## config.mk

```make
export PLATFORM = sky130hd
export DESIGN_NAME = imm_gen_pipe
export DESIGN_NICKNAME = d
export VERILOG_FILES = /design/src/rtl/imm_pkg.sv /design/src/rtl/imm_format.sv /design/src/rtl/imm_gen_pipe.sv
export SDC_FILE = /design/constraint.sdc
export NUM_CORES = 1
export LEC_CHECK = 0
export ABC_AREA = 1
export CORE_MARGIN = 2
export CORE_UTILIZATION = 50
export CTS_CLUSTER_SIZE = 40
export DETAILED_ROUTE_END_ITERATION = 12
export PLACE_DENSITY = 0.85
export SLEW_MARGIN = 5
export SYNTH_ARGS = -nofsm -noshare
export SYNTH_HDL_FRONTEND = slang
export SYNTH_HIERARCHICAL = 1
export SYNTH_SLANG_ARGS = --single-unit
```

## constraint.sdc

```tcl
create_clock -name clk -period 3.44 [get_ports clk]
set_clock_uncertainty 0.05 [all_clocks]
set_input_delay 0.688 -clock clk [delete_from_list [all_inputs] [get_ports clk]]
set_output_delay 0.688 -clock clk [all_outputs]
set_load 0.02 [all_outputs]
```

## src/rtl/imm_pkg.sv

```systemverilog
// rtl/imm_pkg.sv - immediate format select encodings and supported widths
package imm_pkg;

  localparam logic [2:0] IMM_I = 3'b000;
  localparam logic [2:0] IMM_S = 3'b001;
  localparam logic [2:0] IMM_B = 3'b010;
  localparam logic [2:0] IMM_U = 3'b011;
  localparam logic [2:0] IMM_J = 3'b100;
  localparam logic [2:0] IMM_Z = 3'b101;

  localparam int XLEN_32 = 32;
  localparam int XLEN_64 = 64;

endpackage

```

## src/rtl/imm_format.sv

```systemverilog
// rtl/imm_format.sv - combinational RISC-V immediate extraction and extension
module imm_format
  import imm_pkg::*;
#(
  parameter int XLEN = XLEN_32
) (
  input  logic [31:0]     instr,
  input  logic [2:0]      imm_sel,
  output logic [XLEN-1:0] imm,
  output logic            illegal
);

  logic sgn;
  logic unused_opcode;

  assign sgn           = instr[31];
  // The opcode field carries no immediate bits in any format.
  assign unused_opcode = ^instr[6:0];

  // Select and sign/zero-extend the immediate; illegal selects yield zero.
  // U keeps instr[31] inside the replicated run so the concatenation stays
  // well-formed at XLEN=32 while still sign-extending at XLEN=64.
  always_comb begin
    imm     = '0;
    illegal = 1'b0;
    case (imm_sel)
      IMM_I:   imm = {{(XLEN-12){sgn}}, instr[31:20]};
      IMM_S:   imm = {{(XLEN-12){sgn}}, instr[31:25], instr[11:7]};
      IMM_B:   imm = {{(XLEN-13){sgn}}, instr[31], instr[7], instr[30:25], instr[11:8], 1'b0};
      IMM_U:   imm = {{(XLEN-31){sgn}}, instr[30:12], 12'b0};
      IMM_J:   imm = {{(XLEN-21){sgn}}, instr[31], instr[19:12], instr[20], instr[30:21], 1'b0};
      IMM_Z:   imm = {{(XLEN-5){1'b0}}, instr[19:15]};
      default: illegal = 1'b1;
    endcase
  end

endmodule

```

## src/rtl/imm_gen_pipe.sv

```systemverilog
// rtl/imm_gen_pipe.sv - immediate generator with 2-entry in-order output FIFO
module imm_gen_pipe
  import imm_pkg::*;
#(
  parameter int XLEN  = XLEN_32,
  parameter int TAG_W = 5
) (
  input  logic             clk,
  input  logic             rst,
  input  logic             flush,
  input  logic             in_valid,
  output logic             in_ready,
  input  logic [31:0]      instr,
  input  logic [2:0]       imm_sel,
  input  logic [TAG_W-1:0] in_tag,
  output logic             out_valid,
  input  logic             out_ready,
  output logic [XLEN-1:0]  imm_out,
  output logic [TAG_W-1:0] out_tag,
  output logic             out_illegal
);

  logic [XLEN-1:0]  fmt_imm;
  logic             fmt_illegal;

  logic [XLEN-1:0]  imm_q [2];
  logic [TAG_W-1:0] tag_q [2];
  logic [1:0]       ill_q;

  logic             wr_ptr_q, wr_ptr_d;
  logic             rd_ptr_q, rd_ptr_d;
  logic [1:0]       count_q, count_d;

  logic             accept;
  logic             consume;

  imm_format #(.XLEN(XLEN)) u_imm_format (
    .instr   (instr),
    .imm_sel (imm_sel),
    .imm     (fmt_imm),
    .illegal (fmt_illegal)
  );

  // Handshakes depend only on registered occupancy, never on out_ready.
  assign in_ready  = (count_q != 2'd2);
  assign out_valid = (count_q != 2'd0);
  assign accept    = in_valid && in_ready && !flush;
  assign consume   = out_valid && out_ready;

  // Head entry is read straight from storage, so it holds while stalled.
  assign imm_out     = imm_q[rd_ptr_q];
  assign out_tag     = tag_q[rd_ptr_q];
  assign out_illegal = ill_q[rd_ptr_q];

  // Next pointers and occupancy; flush wins over any accept or consume.
  always_comb begin
    wr_ptr_d = wr_ptr_q;
    rd_ptr_d = rd_ptr_q;
    count_d  = count_q;
    if (flush) begin
      wr_ptr_d = 1'b0;
      rd_ptr_d = 1'b0;
      count_d  = 2'd0;
    end else begin
      if (accept) begin
        wr_ptr_d = ~wr_ptr_q;
      end
      if (consume) begin
        rd_ptr_d = ~rd_ptr_q;
      end
      count_d = count_q + {1'b0, accept} - {1'b0, consume};
    end
  end

  // Pointer and occupancy registers.
  always_ff @(posedge clk or posedge rst) begin
    if (rst) begin
      wr_ptr_q <= 1'b0;
      rd_ptr_q <= 1'b0;
      count_q  <= 2'd0;
    end else begin
      wr_ptr_q <= wr_ptr_d;
      rd_ptr_q <= rd_ptr_d;
      count_q  <= count_d;
    end
  end

  // Entry storage; cleared on reset so the head outputs read zero.
  always_ff @(posedge clk or posedge rst) begin
    if (rst) begin
      for (int i = 0; i < 2; i++) begin
        imm_q[i] <= '0;
        tag_q[i] <= '0;
      end
      ill_q <= 2'b00;
    end else if (accept) begin
      imm_q[wr_ptr_q] <= fmt_imm;
      tag_q[wr_ptr_q] <= in_tag;
      ill_q[wr_ptr_q] <= fmt_illegal;
    end
  end

endmodule

```

After elaboration in Yosys (flattened, before gate mapping)
Cells that the tools add are included.
- bits in registers: 80
- input bits: 45
- output and inout bits: 40
- word-level logic and storage cells: 61
- add/sub/neg operators: 2
- order comparisons: 6
- equal/unequal tests: 6
- multiplexer cells: 24
- bitwise logic cells: 4
- reductions and logical operators: 11
- operators with widths (cell ; count):
    $pmux W32 S6 ; 1
    $mux W32 ; 4
    $bwmux W64 ; 1
    $demux W32 S1 ; 1
    $mux W5 ; 4
    $bwmux W10 ; 1
    $mux W1 ; 8
    $eq A3 B2 Y1 const B ; 2
    $eq A3 B3 Y1 const B ; 2
    $reduce_bool A2 Y1 ; 3
    $reduce_or A6 Y1 ; 1
    $demux W5 S1 ; 1
    $logic_and A1 B1 Y1 ; 5
    $ge A2 B2 Y1 const B ; 2
    $lt A1 B2 Y1 const B ; 2
    $not A1 Y2 ; 2
    $eq A3 B1 Y1 const B ; 1
    $logic_not A3 Y1 ; 1
    $add A2 B1 Y2 ; 1
    $bwmux W2 ; 1
    $lt A2 B1 Y1 const B ; 1
    $mux W2 ; 1
    $ne A2 B2 Y1 const B ; 1
    $not A1 Y1 ; 2
    other kinds (4) ; 4

Logic depth before layout (Yosys ltp)
Gate-level depths: netlist (run 1).
- depth in word-level cells: 6
- depth in mapped cells: 10
- gate-level depth less buffers: 10

Hierarchy
The synthesis (run 1) kept the hierarchy.
- by module, submodules not included (module ; times used ; cells an instance ; area an instance (µm²) ; seq. area each (µm²)):
    imm_gen_pipe ; 1 ; 482 ; 3816.2 ; 2001.9
    imm_format ; 1 ; 105 ; 495.5 ; 0.0

Least setup slack after synthesis (run 1)
OpenSTA, ideal clock, no wires.
- path kind: flip-flop to output port
- from: register rd_ptr_q
- to: output port imm_out[19]
- data arrival time: 1.021 ns
- required time: 2.702 ns
- slack: 1.681 ns
- stages on the path, launching flop included: 6
- buffers on the path: 2
- path through: dfrtp_1 > inv_1 > buf_2 > buf_2 > nand2_1 > nand2_1
- longest elaborated chain between the ends: 4
- RTL lines (element ; RTL line ; text):
    from (decl) ; imm_gen_pipe.sv:31 ; logic rd_ptr_q, rd_ptr_d;
    from (signal assigned) ; imm_gen_pipe.sv:83 ; rd_ptr_q <= rd_ptr_d;
    $not A1 Y2 (implied by the code) ; imm_gen_pipe.sv:51 ; assign imm_out = imm_q[rd_ptr_q];
    $mux W32 (implied by the code) (3 in a row) ; imm_gen_pipe.sv:51 ;
    to (decl) ; imm_gen_pipe.sv:18 ; output logic [XLEN-1:0] imm_out,
No other way between the ends. The select of a mux whose other input is x is not followed.

Worst setup path after layout (run 1)
- from: register rd_ptr_q
- to: output port imm_out[0]
The elaborated chain is that of the path after synthesis.

==> results of run 1 <==
==> worst min path at each step <==
stage / start / to / slack (ps) / cells after the start
floorplan: imm_q[33] / imm_q[33] / 400 / 2
global placement: imm_q[43] / imm_q[43] / 410 / 2
detailed placement: imm_q[59] / imm_q[59] / 420 / 2
CTS: imm_q[58] / imm_q[58] / 440 / 2
global route: imm_q[55] / imm_q[55] / 450 / 2
finish: imm_q[55] / imm_q[55] / 430 / 2
==> cell usage in the layout (no fill, tap or decap), types with 2 or more instances in the layout <==
master | Yosys | final
buf_12 | 0 | 3
buf_4 | 4 | 4
bufinv_16 | 0 | 2
clkbuf_8 | 0 | 10
clkdlybuf4s50_1 | 0 | 77
dfrtp_1 | 80 | 80
ha_1 | 2 | 2
inv_1 | 58 | 57
inv_2 | 2 | 3
nand2_1 | 287 | 287
nand2_2 | 2 | 2
nand3_1 | 47 | 47
nand3_2 | 12 | 12
nand4_1 | 6 | 6
nor2_1 | 12 | 11
nor2_4 | 1 | 2
o21ai_0 | 7 | 7
o21ai_1 | 22 | 22
o21ai_2 | 10 | 10
==> per-layer routing <==
metal	part of all wire	track usage
met1	0.43	0.316
met2	0.49	0.389
met3	0.054	0.0397
met4	0.021	0.0856
met5	0	0
==> layout make-up <==
type,count,area share
Sequential cell,80,0.378
Multi-Input combinational cell,414,0.351
Timing Repair Buffer,84,0.163
Inverter,60,0.0425
Clock buffer,10,0.0260
Tap cell,105,0.0248
Clock inverter,5,0.0154
==> worst max-delay path, cell delays in order (launching register included) <==
cell and delay, ps:
dfrtp_1 380, inv_1 400, buf_12 250, nand2_1 70, nand2_1 110, clkdlybuf4s50_1 610
==> cells by family after synthesis <==
family,after synthesis,share of synthesized area
DFF,80,0.464
AOI/OAI and AO/OA,42,0.0606
adders and majority gates,2,0.00580
and+or+nand+nor,370,0.362
buffers and inverters,93,0.107
==> power groups by stage <==
stage / clock network [mW] / registers (mW) / logic, mW
global placement: 0 / 1.54 / 1.97
finish: 0.760 / 1.56 / 2.02
detailed placement: 0 / 1.57 / 2.02
global route: 0.824 / 1.60 / 2.20
CTS: 0.778 / 1.55 / 2.03
floorplan: 0 / 1.51 / 1.23
==> registers in the layout, summed over array words and instances, names as in the netlist <==
name	flops
wr_ptr_q	1
rd_ptr_q	1
ill_q	2
tag_q	10
count_q	2
imm_q	64
==> flow_summary.toml, run 1 <==
[cells_and_area]
layout.area.seq_um2 = 2000
multi_input_area_um2 = 1860
diodes = 0
fin_nets = 696
fill_cells = 668
instances_no_fill = 758
area_growth_pct = 22.8
final_util = 0.638
layout-drive-gt1-share = 0.0842
design_area_um2 = 5300

[routing]
vias = 3939
routedWlPerCell_um = 14.2
drc = 0
ant_nets = 0
drt-total-wl_mm = 10.8
drtIter0Drc = 252
viasPerCell = 5.20
dr.pass1.iters = 6

[sta]
slew_violations = 0
slew-limit-headroom = 0.639
fmax_mhz = 340
min_period_ps = 2940
hold_viol_final = 0
whs_ps = 433
rsz0062_at_grt = "no"
setup_viol = 0
layout_setup_ws_ps = 499
worstMarginPinSlew_ps = 540
post-route-period-util = 0.855
fin_tns_setup_ps = 0

[floorplanning]
core-area_um2 = 8300
ioPinCount = 85
die_h_um = 96.9
die_area_um2 = 9380
die_w_um = 96.9
initial_core_util = 0.520
num_rows = 33

[power]
swShare = 0.397
power.internal_mw = 2.62
switching_power_mw = 1.72
fin_total_pwr_mw = 4.34
irDropWorstVdd_uv = 362
power.clock.fraction = 0.175
pwr-share-seq = 0.359
power_frac_comb = 0.465
p_leak_nw = 2.80
p_per_area_nw_per_um2 = 819

[clock_network]
htree_num_levels = 3
postCtsHoldBufs = 0
post_cts_buffers = 0
clk_latency_ps = 350
cts_tree = "yes"
clk_pin_slew_ps = 80
clock-root-buffer = "clkbuf_8"
cts_resized = 0
cts_sinks = 80
clockBufferDepth = 2
numCtsBuffers = 9

[place]
io_buffers = 77
placedInstanceArea_um2 = 5080
dp.cells = 743
dp_hpwl_mm = 6.97
gp_congestion = 0.837
pre_cts_slack_ps = 851

[setup_path]
worstPathMaxFanout = 27
critPathKind = "reg2out"
critPathCapture = "imm_out[0]"
cp-start-kind = "flip-flop"
crit_path_end_kind = "output pin"
r2r_slack_ps = 1900
reg2reg_depth = 10
worstReg2RegStart = "count_q[0]"
rr_endpoint = "count_q[1]"
crit_arrival_ps = 2200
crit_path_start = "rd_ptr_q"
cp.required_ps = 2700

[global_route]
grt_max_degree = 81
grt_pass1_wl_mm = 18.1
grt_antenna_before_repair = 0
grt_pass1_vias = 3776
overflow = 0
track_usage = 0.236

[synthesis]
synth_largest_area_cell = "dfrtp_1"
yosysUniqueCellTypes = 25
synth.top_cell.area_share = 0.464
postSynthCellCount = 587
synth_flop_cell = "dfrtp_1"
syn_area_per_cell_um2 = 7.35
yosysSeqAreaShare = 0.464
synth_commonest_cells = "287 x nand2_1, 80 x dfrtp_1, 58 x inv_1"
synth_edf_count = 0
ys_async_sr_fraction = 1.00
syn_nets = 634
synth.most_common_cell = "nand2_1"
ys_ff_latch = 80
netlist_area_um2 = 4310
synth_area_leaders = "dfrtp_1 46%, nand2_1 25%, nand3_1 5.5%, inv_1 5.0%, buf_6 2.9%"
yosys_warnings = 6

[flow_run]
max_cap_violations = 0

[status]
status = "finished clean"

[hold_path]
min_path_type = "reg2reg"
(Power assumes the default switching activity.)
==> run 2, diff against run 1 <==
- CORE_MARGIN: 2 -> 5
- GPL_TIMING_DRIVEN: default -> 0
- PLACE_DENSITY: 0.85 -> 0.87
==> run 2 against run 1 <==
  * Clock power is 15% lower
  * Highest routed layer unchanged
  * Combinational power is essentially flat
  * Utilization up 1.4 points
  * Global-route usage down 0.59 points
  * Sequential power about the same
  * Critical path depth increased by 1
==> flow_summary.toml, run 2 (same netlist as run 1, synthesis figures left out) <==
[global_route]
overflow = 0
grt_pass1_vias = 3920
grt_max_degree = 43
grt_pass1_wl_mm = 18.9
track_usage = 0.230
grt_antenna_before_repair = 0

[cells_and_area]
top_regs = "imm_q (64), tag_q (10)"
fill_cells = 714
regMostFlops = "imm_q"
largest_reg_flops = 64
diodes = 0
final_common_cell = "nand2_1"
layout-drive-gt1-share = 0.109
final_util = 0.652
fin_nets = 722
instances_no_fill = 785
layout_common_cells = "287 x nand2_1, 80 x dfrtp_1, 76 x clkdlybuf4s50_1, 57 x inv_1, 47 x nand3_1"
area_growth_pct = 25.4

[setup_path]
cp_cell_sequence = "inv_1, buf_2, buf_2, nand2_1, nand2_1, clkdlybuf4s50_1"
crit_path_end_kind = "output pin"
cp_top_family = "buffers and inverters"
crit_buf_inv = 4
worstPathMaxFanout = 10
critPathKind = "reg2out"
slowest_delay_ps = 610
crit_arrival_ps = 2140
cp_slowest_cell = "clkdlybuf4s50_1"
cp.required_ps = 2700
cp-start-kind = "flip-flop"

[sta]
slew_violations = 0
fmax_mhz = 348
min_period_ps = 2880
rsz0062_at_grt = "no"
worstMarginPinSlew_ps = 551
setup_viol = 0
post-route-period-util = 0.836
slew-limit-headroom = 0.632
hold_viol_final = 0

[clock_network]
clk_pin_slew_ps = 80
numCtsBuffers = 9
clockBufferDepth = 2
cts_sinks = 80
postCtsHoldBufs = 0
htree_num_levels = 3
clk_latency_ps = 350
cts_tree = "yes"
post_cts_buffers = 0
clock-root-buffer = "clkbuf_8"
cts_resized = 0

[power]
p_leak_nw = 2.87
swShare = 0.407
pwr-share-seq = 0.366
power_frac_comb = 0.482
irDropWorstVdd_uv = 301
p_per_area_nw_per_um2 = 786
power.internal_mw = 2.52
power.clock.fraction = 0.152
switching_power_mw = 1.73

[floorplanning]
ioPinCount = 85
initial_core_util = 0.520
die_w_um = 103
die_h_um = 103
die_area_um2 = 10600
num_rows = 33
core-area_um2 = 8300

[place]
dp.cells = 769
io_buffers = 76
gp_congestion = 0.875
dp_hpwl_mm = 8.35

[routing]
dr.pass1.iters = 5
drt-total-wl_mm = 11.5
ant_nets = 0
drc = 0
drtIter0Drc = 262
vias = 4106
viasPerCell = 5.23
routedWlPerCell_um = 14.7

[flow_run]
max_cap_violations = 0

[hold_path]
min_path_type = "reg2reg"

[status]
status = "finished clean"
==> run 2: cell types whose count changed in the layout (fill, tap and decap cells not counted), moves of 2 or more <==
cell / before / now
bufinv_16: 2 / 0
clkbuf_1: 0 / 7
buf_6: 0 / 11
buf_12: 3 / 1
buf_2: 0 / 11
==> run 2: final timing paths <==
check,to,start,cells past startpoint,slack (ps)
worst min register to register,imm_q[0],imm_q[0],2,440
worst max-delay path,imm_out[29],rd_ptr_q,6,560
worst min-delay path,imm_q[0],imm_q[0],2,440
worst max register to register,count_q[0],count_q[0],9,1910
max in group asynchronous,imm_q[42],rst,3,2080
min in group asynchronous,count_q[1],rst,2,670
==> run 2: cell type report <==
type	instances	area, um^2	area share
plain buffers	33	235	0.0435
clock buffers	12	155	0.0287
clock inverters	4	26.3	0.00486
inverters	60	228	0.0421
multi-input cells	414	1850	0.342
flip-flops and latches	80	2000	0.370
well taps	105	131	0.0243
repair buffers	77	781	0.144
==> run 2: worst min-delay path, delay by kind of cell, from the launching register on <==
kind               cells  cell delay (ps)
DFF                    1              350
and+or+nand+nor        1               60
AOI/OAI and AO/OA      1               50
==> run 2: routing by layer <==
layer | wire, um | track usage | up-vias | share of wire
met5 | 0 | 0 | - | 0
met2 | 5560 | 0.374 | 175 | 0.48
met1 | 4910 | 0.317 | 1932 | 0.43
met3 | 762 | 0.0271 | 27 | 0.066
li1 | - | - | 1972 | -
met4 | 279 | 0.0916 | 0 | 0.024
==> run 2: power by group through the flow <==
| stage | clock network, mW | registers (mW) | logic [mW] |
|---|---|---|---|
| finish | 0.646 | 1.56 | 2.05 |
| global route | 0.705 | 1.61 | 2.25 |
| CTS | 0.657 | 1.55 | 2.06 |
| detailed placement | 0 | 1.57 | 2.06 |
| global placement | 0 | 1.55 | 2.00 |
| floorplan | 0 | 1.51 | 1.23 |
==> run 2: stage by stage <==
stage	total power, mW	area [um^2]	setup WS, ps	hold WS (ps)	setup TNS, ps
2_1_floorplan	2.75	4310	650	399	0
3_3_place_gp	3.54	5200	-547	412	-43530
3_5_place_dp	3.63	5230	953	417	0
4_1_cts	4.27	5410	558	435	0
5_1_grt	4.56	5410	451	448	0
6_report	4.25	5410	563	438	0
==> run 3, diff against run 2 <==
- CORE_UTILIZATION: 50 -> 47
- PLACE_DENSITY: 0.87 -> 0.86
- clock period: 3.44 -> 2.5 ns (I/O delays scaled with it)
==> run 3 against run 2 <==
  * Sequential power rose by 38%
  * First-iteration DRC count rose by 7.3%
  * Utilization fell by 4.6 points
  * Total power rose by 40%
  * Global-route usage fell by 1.6 points
  * Setup slack got worse by 480 ps
  * Count of clock-buffer cells in the layout fell by 1
  * Critical path depth fell by 1
  * Critical path type unchanged
  * Largest power group unchanged
==> flow_summary.toml, run 3 (same netlist as run 1, synthesis figures left out) <==
[status]
status = "finished clean"

[floorplanning]
core-area_um2 = 9110
num_rows = 35
die_w_um = 106
die_area_um2 = 11200
initial_core_util = 0.473
ioPinCount = 85
die_h_um = 106

[clock_network]
post_cts_buffers = 0
clk_latency_ps = 340
clockBufferDepth = 2
cts_tree = "yes"
htree_num_levels = 3
clk_pin_slew_ps = 80
numCtsBuffers = 9
cts_sinks = 80
clock-root-buffer = "clkbuf_8"

[setup_path]
cp.required_ps = 1950
crit_arrival_ps = 1870
slowest_delay_ps = 600
crit_path_end_kind = "output pin"
cp_top_family = "buffers and inverters"
worstPathMaxFanout = 10
crit_buf_inv = 3
cp_cell_sequence = "inv_1, clkbuf_4, nand2_1, nand2_1, clkdlybuf4s50_1"
critPathKind = "reg2out"
cp_slowest_cell = "clkdlybuf4s50_1"
cp-start-kind = "flip-flop"
cp_common_cell = "nand2_1"

[routing]
vias = 4046
routedWlPerCell_um = 14.5
drt-total-wl_mm = 11.5
drc = 0
dr.pass1.iters = 5
drtIter0Drc = 281
viasPerCell = 5.11
ant_nets = 0

[global_route]
track_usage = 0.214
grt_pass1_wl_mm = 19.4
grt_pass1_vias = 4025
grt_antenna_before_repair = 0
overflow = 0
grt_max_degree = 34

[cells_and_area]
diodes = 0
regMostFlops = "imm_q"
area_growth_pct = 27.9
fin_nets = 723
layout_common_cells = "287 x nand2_1, 80 x dfrtp_1, 57 x inv_1, 49 x clkdlybuf4s50_1, 47 x nand3_1"
layout-drive-gt1-share = 0.116
top_regs = "imm_q (64), tag_q (10)"
final_common_cell = "nand2_1"
largest_reg_flops = 64
instances_no_fill = 792

[power]
p_per_area_nw_per_um2 = 1080
p_leak_nw = 3.11
irDropWorstVdd_uv = 457

[place]
io_buffers = 76
pre_cts_slack_ps = 199
gp_congestion = 0.868
dp.cells = 776
dp_hpwl_mm = 8.59

[sta]
fin_tns_setup_ps = 0
setup_viol = 0
hold_viol_final = 0
layout_setup_ws_ps = 79.4
worstMarginPinSlew_ps = 516
fmax_mhz = 413
post-route-period-util = 0.968
slew-limit-headroom = 0.656
min_period_ps = 2420
slew_violations = 0
rsz0062_at_grt = "no"

[hold_path]
min_path_type = "reg2reg"

[flow_run]
max_cap_violations = 0
run 3: cell types whose count changed in the layout (fill, tap and decap cells not counted), sizes merged:
cell	before	now
clkbuf	18	17
bufinv	0	2
dlygate4sd2	0	13
clkinv	2	1
clkinvlp	1	3
buf	28	29
clkdlybuf4s50	76	49
dlymetal6s2s	0	14
inv	61	59
run 3: per-stage QoR:
| stage | util | total power, mW | hold WS, ps | area, um^2 |
|---|---|---|---|---|
| final | 0.605 | 5.93 | 434 | 5520 |
| after global routing | 0.605 | 6.35 | 459 | 5520 |
| after CTS | 0.601 | 5.98 | 435 | 5480 |
| after detailed placement | 0.577 | 4.99 | 416 | 5260 |
| after global placement | 0.573 | 4.88 | 412 | 5220 |
| after floorplan | - | 3.78 | 399 | 4320 |
run 3: timing repair:
action / 4_1_cts / 5_1_grt
hold buffers: 0 / 0
pin swaps: 0 / 0
resized for setup: 21 / 18
setup endpoints to repair: 33 / 21
run 3: where the power goes:
| part | switching, mW | leakage, nW | internal (mW) | total [mW] |
|---|---|---|---|---|
| sequential | 0.307 | 1.02 | 1.84 | 2.15 |
| clock | 0.465 | 0.106 | 0.588 | 1.05 |
| combinational | 1.60 | 1.99 | 1.13 | 2.73 |
run 3: layer usage:
metal  track usage  vias to the layer above  routed length (um)
li1              -                     1975                   -
met1         0.285                     1879                4900
met2         0.354                      162                5640
met3        0.0398                       30                 736
met4        0.0675                        0                 248
met5             0                        -                   0
run 3: path summary, 6_finish.rpt:
check / start / endpoint / slack (ps) / cells past startpoint
worst min-delay path: imm_q[40] / imm_q[40] / 430 / 2
min in group asynchronous: rst / imm_q[18] / 460 / 2
max in group asynchronous: rst / imm_q[3] / 1420 / 3
worst min register to register: imm_q[40] / imm_q[40] / 430 / 2
worst max-delay path: rd_ptr_q / imm_out[3] / 80 / 5
worst max register to register: count_q[0] / count_q[1] / 960 / 10
run 3: layout make-up:
cell class | instances | area [um^2]
inverter | 60 | 229
buffer | 33 | 255
multi-input combinational | 414 | 1850
clock buffer | 11 | 141
sequential | 80 | 2000
fill | 790 | 3590
timing repair buffer | 78 | 820
tap | 111 | 139
clock inverter | 5 | 80.1
run 3: tightest hold or removal path: cells and delay by family (launching register included):
family | cells | cell delay (ps)
flip-flops | 1 | 340
AND/OR/NAND/NOR | 2 | 110
